--- config.mk ---
export PLATFORM = sky130hd
export DESIGN_NAME = sid_uart_bridge
export DESIGN_NICKNAME = d
export VERILOG_FILES = /design/src/rtl/sid_uart_bridge_pkg.sv /design/src/rtl/uart_rx_core.sv /design/src/rtl/sid_uart_bridge.sv
export SDC_FILE = /design/constraint.sdc
export NUM_CORES = 1
export LEC_CHECK = 0
export CAP_MARGIN = 30
export CORE_MARGIN = 2
export CORE_UTILIZATION = 30
export DETAILED_ROUTE_END_ITERATION = 10
export PLACE_DENSITY = 0.52
export SYNTH_ARGS = -nofsm -noshare
export SYNTH_HDL_FRONTEND = slang
export SYNTH_SLANG_ARGS = --single-unit
--- constraint.sdc ---
create_clock -name CLK_IN -period 2.1 [get_ports CLK_IN]
set_input_delay 0.525 -clock CLK_IN [delete_from_list [all_inputs] [get_ports CLK_IN]]
set_output_delay 0.525 -clock CLK_IN [all_outputs]
set_load 0.05 [all_outputs]
--- src/rtl/sid_uart_bridge_pkg.sv ---
// -----------------------------------------------------------------------------
// sid_uart_bridge_pkg
// Shared definitions for the SID UART bridge:
//   - RX FSM state encoding (IDLE, START, DATA, STOP)
//   - pair FSM state encoding (WAIT_ADDR, WAIT_DATA)
//   - derivation helpers for the bit period and the chip-select field width
// -----------------------------------------------------------------------------
package sid_uart_bridge_pkg;

    typedef enum logic [1:0] {
        RX_IDLE  = 2'd0,
        RX_START = 2'd1,
        RX_DATA  = 2'd2,
        RX_STOP  = 2'd3
    } rx_state_e;

    typedef enum logic {
        PAIR_WAIT_ADDR = 1'b0,
        PAIR_WAIT_DATA = 1'b1
    } pair_state_e;

    // Clock cycles per serial bit (integer division, truncating).
    function automatic int calc_bit_cyc(input int clk_freq, input int baud);
        return clk_freq / baud;
    endfunction

    // Width of the channel field carried in the address byte; never below 1.
    function automatic int calc_ch_bits(input int channels);
        return (channels <= 1) ? 1 : $clog2(channels);
    endfunction

endpackage

--- src/rtl/uart_rx_core.sv ---
// -----------------------------------------------------------------------------
// uart_rx_core
// 8N1 serial receiver: 2-FF input synchroniser, RX FSM and bit timer.
// Ports:
//   clk          in   system clock
//   rst_n        in   synchronous active-low reset
//   rx_i         in   asynchronous serial input, idle high
//   byte_valid_o out  1-cycle strobe on the stop-bit sample of a good frame
//   rx_byte_o    out  received byte (valid with byte_valid_o)
//   frame_err_o  out  1-cycle strobe on the stop-bit sample of a bad frame
//   rx_busy_o    out  high whenever the FSM is not in IDLE
// -----------------------------------------------------------------------------
module uart_rx_core
    import sid_uart_bridge_pkg::*;
#(
    parameter int CLK_FREQ = 12_000_000,
    parameter int BAUD     = 115_200
) (
    input  logic       clk,
    input  logic       rst_n,
    input  logic       rx_i,
    output logic       byte_valid_o,
    output logic [7:0] rx_byte_o,
    output logic       frame_err_o,
    output logic       rx_busy_o
);

    localparam int BIT_CYC  = calc_bit_cyc(CLK_FREQ, BAUD);
    localparam int HALF_CYC = BIT_CYC / 2;
    localparam int CNT_W    = (BIT_CYC > 1) ? $clog2(BIT_CYC) : 1;

    if (BIT_CYC < 2) begin : g_bad_baud
        $error("uart_rx_core: CLK_FREQ/BAUD must be at least 2");
    end

    logic            sync1_q, sync1_d;
    logic            sync2_q, sync2_d;
    logic            prev_q, prev_d;
    rx_state_e       state_q, state_d;
    logic [CNT_W-1:0] cnt_q, cnt_d;
    logic [2:0]      bit_idx_q, bit_idx_d;
    logic [7:0]      shift_q, shift_d;

    logic expired;
    logic byte_valid;
    logic frame_err;

    // The timer expires when it reaches 0, so loading N-1 places the sample
    // exactly N cycles after the load.
    always_comb begin
        sync1_d    = rx_i;
        sync2_d    = sync1_q;
        prev_d     = sync2_q;
        state_d    = state_q;
        cnt_d      = cnt_q;
        bit_idx_d  = bit_idx_q;
        shift_d    = shift_q;
        byte_valid = 1'b0;
        frame_err  = 1'b0;
        expired    = (cnt_q == '0);

        case (state_q)
            RX_IDLE: begin
                // Arming needs a high-to-low transition, so after a framing
                // error the line must return high before a new start counts.
                if (prev_q && !sync2_q) begin
                    cnt_d   = CNT_W'(HALF_CYC - 1);
                    state_d = RX_START;
                end
            end
            RX_START: begin
                if (expired) begin
                    if (sync2_q) begin
                        state_d = RX_IDLE;
                    end else begin
                        cnt_d     = CNT_W'(BIT_CYC - 1);
                        bit_idx_d = 3'd0;
                        state_d   = RX_DATA;
                    end
                end else begin
                    cnt_d = cnt_q - CNT_W'(1);
                end
            end
            RX_DATA: begin
                if (expired) begin
                    shift_d   = {sync2_q, shift_q[7:1]};
                    cnt_d     = CNT_W'(BIT_CYC - 1);
                    bit_idx_d = bit_idx_q + 3'd1;
                    if (bit_idx_q == 3'd7) begin
                        state_d = RX_STOP;
                    end
                end else begin
                    cnt_d = cnt_q - CNT_W'(1);
                end
            end
            RX_STOP: begin
                if (expired) begin
                    byte_valid = sync2_q;
                    frame_err  = !sync2_q;
                    state_d    = RX_IDLE;
                end else begin
                    cnt_d = cnt_q - CNT_W'(1);
                end
            end
        endcase
    end

    always_ff @(posedge clk) begin
        if (!rst_n) begin
            sync1_q   <= 1'b1;
            sync2_q   <= 1'b1;
            prev_q    <= 1'b1;
            state_q   <= RX_IDLE;
            cnt_q     <= '0;
            bit_idx_q <= 3'd0;
        end else begin
            sync1_q   <= sync1_d;
            sync2_q   <= sync2_d;
            prev_q    <= prev_d;
            state_q   <= state_d;
            cnt_q     <= cnt_d;
            bit_idx_q <= bit_idx_d;
        end
    end

    // Shift register is pure data; a stale value is never qualified.
    always_ff @(posedge clk) begin
        shift_q <= shift_d;
    end

    assign byte_valid_o = byte_valid;
    assign rx_byte_o    = shift_q;
    assign frame_err_o  = frame_err;
    assign rx_busy_o    = (state_q != RX_IDLE);

endmodule

--- src/rtl/sid_uart_bridge.sv ---
// -----------------------------------------------------------------------------
// sid_uart_bridge
// Pairs received UART bytes as (address, data) and issues one register write
// per pair to one of CHANNELS SID chips over a valid/ready handshake.
// Ports:
//   CLK_IN       in   system clock
//   RST_N_i      in   synchronous active-low reset
//   RS232_RX_i   in   asynchronous serial input, idle high
//   WR_READY_i   in   SID bus accepts a write this cycle
//   WR_VALID_o   out  write pending
//   WR_ADDR_o    out  register address
//   WR_DATA_o    out  register data
//   WR_CS_o      out  one-hot chip select, valid with WR_VALID_o
//   FRAME_ERR_o  out  1-cycle pulse, bad stop bit
//   TIMEOUT_o    out  1-cycle pulse, pair abandoned after inter-byte timeout
//   OVERRUN_o    out  1-cycle pulse, completed pair dropped (write pending)
// -----------------------------------------------------------------------------
module sid_uart_bridge
    import sid_uart_bridge_pkg::*;
#(
    parameter int CLK_FREQ     = 12_000_000,
    parameter int BAUD         = 115_200,
    parameter int ADDR_BITS    = 5,
    parameter int CHANNELS     = 2,
    parameter int TIMEOUT_BITS = 32
) (
    input  logic                 CLK_IN,
    input  logic                 RST_N_i,
    input  logic                 RS232_RX_i,
    input  logic                 WR_READY_i,
    output logic                 WR_VALID_o,
    output logic [ADDR_BITS-1:0] WR_ADDR_o,
    output logic [7:0]           WR_DATA_o,
    output logic [CHANNELS-1:0]  WR_CS_o,
    output logic                 FRAME_ERR_o,
    output logic                 TIMEOUT_o,
    output logic                 OVERRUN_o
);

    localparam int BIT_CYC = calc_bit_cyc(CLK_FREQ, BAUD);
    localparam int CH_BITS = calc_ch_bits(CHANNELS);
    localparam int TO_CYC  = TIMEOUT_BITS * BIT_CYC;
    localparam int TO_W    = $clog2(TO_CYC + 1);

    if (ADDR_BITS + CH_BITS > 8) begin : g_bad_cfg
        $error("sid_uart_bridge: ADDR_BITS + CH_BITS must not exceed 8");
    end

    logic       byte_valid;
    logic [7:0] rx_byte;
    logic       frame_err;
    logic       rx_busy;

    uart_rx_core #(
        .CLK_FREQ (CLK_FREQ),
        .BAUD     (BAUD)
    ) u_rx (
        .clk          (CLK_IN),
        .rst_n        (RST_N_i),
        .rx_i         (RS232_RX_i),
        .byte_valid_o (byte_valid),
        .rx_byte_o    (rx_byte),
        .frame_err_o  (frame_err),
        .rx_busy_o    (rx_busy)
    );

    pair_state_e          pair_q, pair_d;
    logic [TO_W-1:0]      to_cnt_q, to_cnt_d;
    logic [ADDR_BITS-1:0] addr_lat_q, addr_lat_d;
    logic [CH_BITS-1:0]   ch_lat_q, ch_lat_d;
    logic                 wr_valid_q, wr_valid_d;
    logic [ADDR_BITS-1:0] wr_addr_q, wr_addr_d;
    logic [7:0]           wr_data_q, wr_data_d;
    logic [CHANNELS-1:0]  wr_cs_q, wr_cs_d;
    logic                 frame_err_q, frame_err_d;
    logic                 timeout_q, timeout_d;
    logic                 overrun_q, overrun_d;

    logic                 pair_done;
    logic                 ch_ok;
    logic                 xfer;
    logic [CHANNELS-1:0]  cs_dec;

    always_comb begin
        pair_d      = pair_q;
        to_cnt_d    = to_cnt_q;
        addr_lat_d  = addr_lat_q;
        ch_lat_d    = ch_lat_q;
        wr_valid_d  = wr_valid_q;
        wr_addr_d   = wr_addr_q;
        wr_data_d   = wr_data_q;
        wr_cs_d     = wr_cs_q;
        frame_err_d = frame_err;
        timeout_d   = 1'b0;
        overrun_d   = 1'b0;
        pair_done   = 1'b0;

        ch_ok = (32'(ch_lat_q) < CHANNELS);
        xfer  = wr_valid_q && WR_READY_i;
        for (int i = 0; i < CHANNELS; i++) begin
            cs_dec[i] = (32'(ch_lat_q) == i);
        end

        case (pair_q)
            PAIR_WAIT_ADDR: begin
                if (byte_valid) begin
                    addr_lat_d = rx_byte[ADDR_BITS-1:0];
                    ch_lat_d   = rx_byte[ADDR_BITS+CH_BITS-1:ADDR_BITS];
                    to_cnt_d   = TO_W'(TO_CYC - 1);
                    pair_d     = PAIR_WAIT_DATA;
                end
            end
            PAIR_WAIT_DATA: begin
                if (byte_valid) begin
                    pair_done = 1'b1;
                    pair_d    = PAIR_WAIT_ADDR;
                end else if (frame_err) begin
                    // Drop the address so the next good byte starts a new pair.
                    pair_d = PAIR_WAIT_ADDR;
                end else if (!rx_busy) begin
                    // Timer only runs while the line is idle; a frame in
                    // progress holds it.
                    if (to_cnt_q == '0) begin
                        timeout_d = 1'b1;
                        pair_d    = PAIR_WAIT_ADDR;
                    end else begin
                        to_cnt_d = to_cnt_q - TO_W'(1);
                    end
                end
            end
        endcase

        if (xfer) begin
            wr_valid_d = 1'b0;
        end

        // Pairs addressed to a non-existent chip vanish without a pulse.
        if (pair_done && ch_ok) begin
            if (!wr_valid_q || xfer) begin
                wr_valid_d = 1'b1;
                wr_addr_d  = addr_lat_q;
                wr_data_d  = rx_byte;
                wr_cs_d    = cs_dec;
            end else begin
                overrun_d = 1'b1;
            end
        end
    end

    always_ff @(posedge CLK_IN) begin
        if (!RST_N_i) begin
            pair_q      <= PAIR_WAIT_ADDR;
            to_cnt_q    <= '0;
            wr_valid_q  <= 1'b0;
            wr_addr_q   <= '0;
            wr_data_q   <= '0;
            wr_cs_q     <= '0;
            frame_err_q <= 1'b0;
            timeout_q   <= 1'b0;
            overrun_q   <= 1'b0;
        end else begin
            pair_q      <= pair_d;
            to_cnt_q    <= to_cnt_d;
            wr_valid_q  <= wr_valid_d;
            wr_addr_q   <= wr_addr_d;
            wr_data_q   <= wr_data_d;
            wr_cs_q     <= wr_cs_d;
            frame_err_q <= frame_err_d;
            timeout_q   <= timeout_d;
            overrun_q   <= overrun_d;
        end
    end

    // Latched address/channel are only read in WAIT_DATA, after being loaded.
    always_ff @(posedge CLK_IN) begin
        addr_lat_q <= addr_lat_d;
        ch_lat_q   <= ch_lat_d;
    end

    assign WR_VALID_o  = wr_valid_q;
    assign WR_ADDR_o   = wr_addr_q;
    assign WR_DATA_o   = wr_data_q;
    assign WR_CS_o     = wr_cs_q;
    assign FRAME_ERR_o = frame_err_q;
    assign TIMEOUT_o   = timeout_q;
    assign OVERRUN_o   = overrun_q;

endmodule
==> results.txt <==
The run finished with clean final reports. The count of fill cells added during filler insertion is 908. The synthesized netlist occupies a cell area of 0.00277 mm^2. Combinational logic is responsible for 18.9% of the overall power.

For the worst-skew pair, the clock arrives at the later sink with an insertion delay of 0.34 ns. In this design, the stage delay of the slowest critical-path cell is 0.81 ns. The area share of the largest cell type after synthesis is 34.0%, and the number of antenna violations at the first check in global routing is 0.

The routed design has 6160 um of wire. The first routing iteration left 100 violations. Across the VDD grid, the largest voltage drop is 360 uV. After routing the design area is 0.00344 mm^2. After the last flow step, the layout net total stands at 330. Across all setup checks in the final design, the least slack found is 0.0686 ns.

In this run the power spent charging and discharging nets is 0.815 mW. The first TritonRoute pass finished after 4 iterations. For this run, the leading register cell type out of synthesis is sky130_fd_sc_hd__dfxtp_1.

The largest individual stage delay along the critical path comes from the cell sky130_fd_sc_hd__clkdlybuf4s50_1. Cell chosen for the clock root: sky130_fd_sc_hd__clkbuf_8. The fraction of power spent switching nets was 30.3%; the number of distinct library cells after synthesis was 49. The final route contains 2224 vias. The routed via count divided by cell count was 5.16; the total power per unit cell area was 782 mW/mm^2. The placer's final routability congestion estimate is 0.805, and the clock network fraction of design power is 34.1%. Of all nets on the critical path, the largest fanout is 2. The logs give 0 for the number of buffers added for setup after CTS and 2186 for the via count of the first global-routing pass.

The count of port buffers added during placement was 22; the async set or reset register ratio after synthesis was 0%. Nature of the critical path endpoint: an output pin. Cell internal power was estimated by the tool at 1.87 mW. The number of slew-limit violations in the final report was 0. Number of enable flip-flop cells after synthesis: 14. Dividing the final minimum period by the clock period gives 96.7%. The largest net degree at the start of global routing was 16. The average wire per standard cell was 14.3 um. The finished layout holds 431 standard cells, fillers aside. The run gives 0 as the count of warnings emitted by yosys. The tools report the setup violation total in the final timing report as 0. On the final layout, the worst hold slack is 0.410 ns.

The design draws 2.69 mW. 0 antenna diodes ended up in the layout. After technology mapping, the gate count stands at 274. The floorplan step defined a die boundary enclosing 0.0100 mm^2. Summing all placed instances gives a cell area of 0.00325 mm^2.

The run gives 0 as the final number of hold-violating endpoints. The total routing usage reported by global routing was 13.6%; the transition at the pin with the smallest max-transition slack was 0.539 ns. For the final database, setup skew stands at 0.00790 ns. The worst hold path belongs to the class flip-flop to flip-flop. In this run the tightest slew margin relative to its limit is 63.9%. Time the worst path needs with I/O delays and setup: 2.03 ns. The first global-routing pass estimated 10700 um of wire. The horizontal die dimension works out to 100 um. Global routing finished with a remaining overflow of 0.

The number of placement rows was 35; the static leakage was 1.26 nW. Setup repair after global routing left no endpoint under its margin. Clock tree buffer depth: 2.

The number of top-level pins is 23. The H-tree was split into 3 levels. TritonCTS built the clock tree. For the part of the Yosys area used for sequential elements, the log shows 49.2%. The core region is 0.00911 mm^2. The required time at the endpoint of the critical path is 1.57 ns.

Of the cells placed in the final design, the portion with a size suffix greater than 1 is 16.3%. Yosys attributes the largest share of cell area to sky130_fd_sc_hd__dfxtp_1 34%, sky130_fd_sc_hd__edfxtp_1 15%, sky130_fd_sc_hd__mux2i_1 6.2%, sky130_fd_sc_hd__ha_1 5.0%, sky130_fd_sc_hd__nor2_1 3.5%. The tools report the effective utilization at floorplan as 30.4%. In this run, CTS created clock tree buffers numbering 9.

Derived from the worst setup path, the maximum achievable clock frequency is 492 MHz. The count of buffer and inverter cells on the critical path is 1, and the die height is 100 um. Clock-pin slew on the worst setup and hold paths: 0.07 ns. The tools report the signal arrival time at the worst endpoint as 1.51 ns. The count of nets left with antenna violations once routing finished came out at 0. HPWL reported at the end of detailed placement: 4320 um.

Number of synthesized register bits: 61. For flop-to-flop paths, the worst setup slack is 0.13 ns. When the netlist entered floorplanning its net count stood at 289. Max-cap violations in this run came to 0. After detailed placement, the design holds a cell count of 415. The synthesis-to-layout area growth is 24.3%, and the post-placement worst setup slack is 0.0568 ns. In the routed design, unresolved DRC markers number 0. CTS saw 61 sinks. Walking the worst path, the cells encountered are clkdlybuf4s50_1. The critical path is of the flip-flop to output pin type.

In the final layout, flip-flops and latches occupy 0.00136 mm^2. The footprint of the multi-input gates is 0.00132 mm^2, and the mean cell area of the mapped netlist is 10.1 um^2. The critical path startpoint category is a flip-flop. The cell family contributing the most delay on the critical path was buffers and inverters. For the relative contribution of sequential cells to total power, the log shows 47.1%. The largest total area in the synthesized netlist belongs to sky130_fd_sc_hd__dfxtp_1.
per-stage QoR:
stage / setup TNS (ns) / util [%]
final: 0 / 37.7
after global routing: 0 / 37.7
after CTS: 0 / 37.6
after detailed placement: 0 / 35.7
after global placement: 0 / 35.7
after floorplan: -0.254 / -
cells in the mapped netlist (2+ instances only):
library cell                n
sky130_fd_sc_hd__a211oi_1   2
sky130_fd_sc_hd__a21o_1     2
sky130_fd_sc_hd__a21oi_1   14
sky130_fd_sc_hd__a221oi_1   2
sky130_fd_sc_hd__a311oi_1   4
sky130_fd_sc_hd__a31oi_1    9
sky130_fd_sc_hd__and3_1     6
sky130_fd_sc_hd__buf_2      2
sky130_fd_sc_hd__clkbuf_1   9
sky130_fd_sc_hd__dfxtp_1   47
sky130_fd_sc_hd__edfxtp_1  14
sky130_fd_sc_hd__ha_1      11
sky130_fd_sc_hd__inv_1     14
sky130_fd_sc_hd__mux2i_1   17
sky130_fd_sc_hd__nand2_1   12
sky130_fd_sc_hd__nand2b_1   4
sky130_fd_sc_hd__nand3_1    7
sky130_fd_sc_hd__nand4_1    3
sky130_fd_sc_hd__nand4b_1   2
sky130_fd_sc_hd__nor2_1    26
sky130_fd_sc_hd__nor2b_1    3
sky130_fd_sc_hd__nor3_1     6
sky130_fd_sc_hd__nor3b_1    4
sky130_fd_sc_hd__nor4_1     4
sky130_fd_sc_hd__o211ai_1   3
sky130_fd_sc_hd__o21ai_0    2
sky130_fd_sc_hd__o21bai_1   2
sky130_fd_sc_hd__o221a_2    3
sky130_fd_sc_hd__o311a_1    2
sky130_fd_sc_hd__o31ai_1    5
sky130_fd_sc_hd__o41ai_1    3
sky130_fd_sc_hd__or2_2      3
sky130_fd_sc_hd__or3_1      5
sky130_fd_sc_hd__or3b_2     2
sky130_fd_sc_hd__or4_1      6
flip-flops by register name, summed over array words and instances (netlist names), 2 cells and up, named ones only:
name            cells
WR_ADDR_o           5
WR_CS_o             2
WR_DATA_o           8
addr_lat_q          5
u_rx.cnt_q          7
u_rx.bit_idx_q      3
to_cnt_q           12
u_rx.rx_byte_o      8
layout make-up:
cell class	instances	share of cell area (%)
clock buffers	9	3.61
clock inverters	7	1.49
inverters	15	1.64
multi-input cells	186	38.3
flip-flops and latches	61	39.7
well taps	111	4.04
repair buffers	42	11.2
metal layers:
| metal | part of all wire (%) | wire length (um) | track usage [%] | vias up |
|---|---|---|---|---|
| li1 | - | - | - | 1121 |
| met1 | 48 | 2950 | 18.0 | 1070 |
| met2 | 48 | 2960 | 21.2 | 31 |
| met3 | 3.4 | 211 | 4.94 | 2 |
| met4 | 0.60 | 37 | 3.69 | 0 |
| met5 | 0 | 0 | 0 | - |
power by group through the flow:
stage / clock (mW) / sequential, mW / combinational, mW
2_1_floorplan: 0 / 1.28 / 0.335
3_3_place_gp: 0 / 1.29 / 0.486
3_5_place_dp: 0 / 1.29 / 0.490
4_1_cts: 0.958 / 1.26 / 0.494
5_1_grt: 1.02 / 1.27 / 0.571
6_report: 0.916 / 1.26 / 0.506
cell families (layout without fill, tap and decap cells):
| kind of cell | count (synthesis) | in the layout | synth area share (%) |
|---|---|---|---|
| AND/OR/NAND/NOR | 97 | 97 | 19.5 |
| AO/OA/AOI/OAI | 61 | 61 | 16.1 |
| flip-flops | 61 | 61 | 49.2 |
| buffers and inverters | 27 | 73 | 4.03 |
| multiplexers | 17 | 17 | 6.15 |
| adder cells (fa/ha/maj) | 11 | 11 | 4.98 |
layout by cell type (no fill, tap or decap), types with 3 or more instances in the layout:
cell                              Yosys  routed
sky130_fd_sc_hd__nand4_1              3       3
sky130_fd_sc_hd__or2_2                3       3
sky130_fd_sc_hd__mux2i_1             17      17
sky130_fd_sc_hd__o221a_2              3       3
sky130_fd_sc_hd__nand3_1              7       7
sky130_fd_sc_hd__o31ai_1              5       5
sky130_fd_sc_hd__clkbuf_8             0       9
sky130_fd_sc_hd__inv_1               14      14
sky130_fd_sc_hd__o211ai_1             3       3
sky130_fd_sc_hd__nor2b_1              3       3
sky130_fd_sc_hd__nand2_1             12      12
sky130_fd_sc_hd__clkdlybuf4s50_1      0      21
sky130_fd_sc_hd__dfxtp_1             47      45
sky130_fd_sc_hd__a31oi_1              9       9
sky130_fd_sc_hd__o41ai_1              3       3
sky130_fd_sc_hd__nand2b_1             4       4
sky130_fd_sc_hd__nor3_1               6       6
sky130_fd_sc_hd__buf_4                0      19
sky130_fd_sc_hd__a311oi_1             4       4
sky130_fd_sc_hd__and3_1               6       6
sky130_fd_sc_hd__or3_1                5       5
sky130_fd_sc_hd__nor2_1              26      26
sky130_fd_sc_hd__or4_1                6       6
sky130_fd_sc_hd__nor4_1               4       4
sky130_fd_sc_hd__ha_1                11      10
sky130_fd_sc_hd__a21oi_1             14      14
sky130_fd_sc_hd__nor3b_1              4       3
sky130_fd_sc_hd__edfxtp_1            14      14
final timing paths:
check	start	end	depth (start not counted)
hold / removal	u_rx.sync1_q	u_rx.prev_d	1
hold reg to reg	u_rx.sync1_q	u_rx.prev_d	1
setup reg to reg	u_rx.cnt_q[1]	to_cnt_q[3]	7
setup / recovery	WR_DATA_o[4]	WR_DATA_o[4]	1
repair_timing:
action | 4_1_cts | 5_1_grt
resized for setup | 0 | 3
hold buffers | 0 | 0
endpoints found under the setup margin | 0 | 14
(Power assumes the default switching activity.)
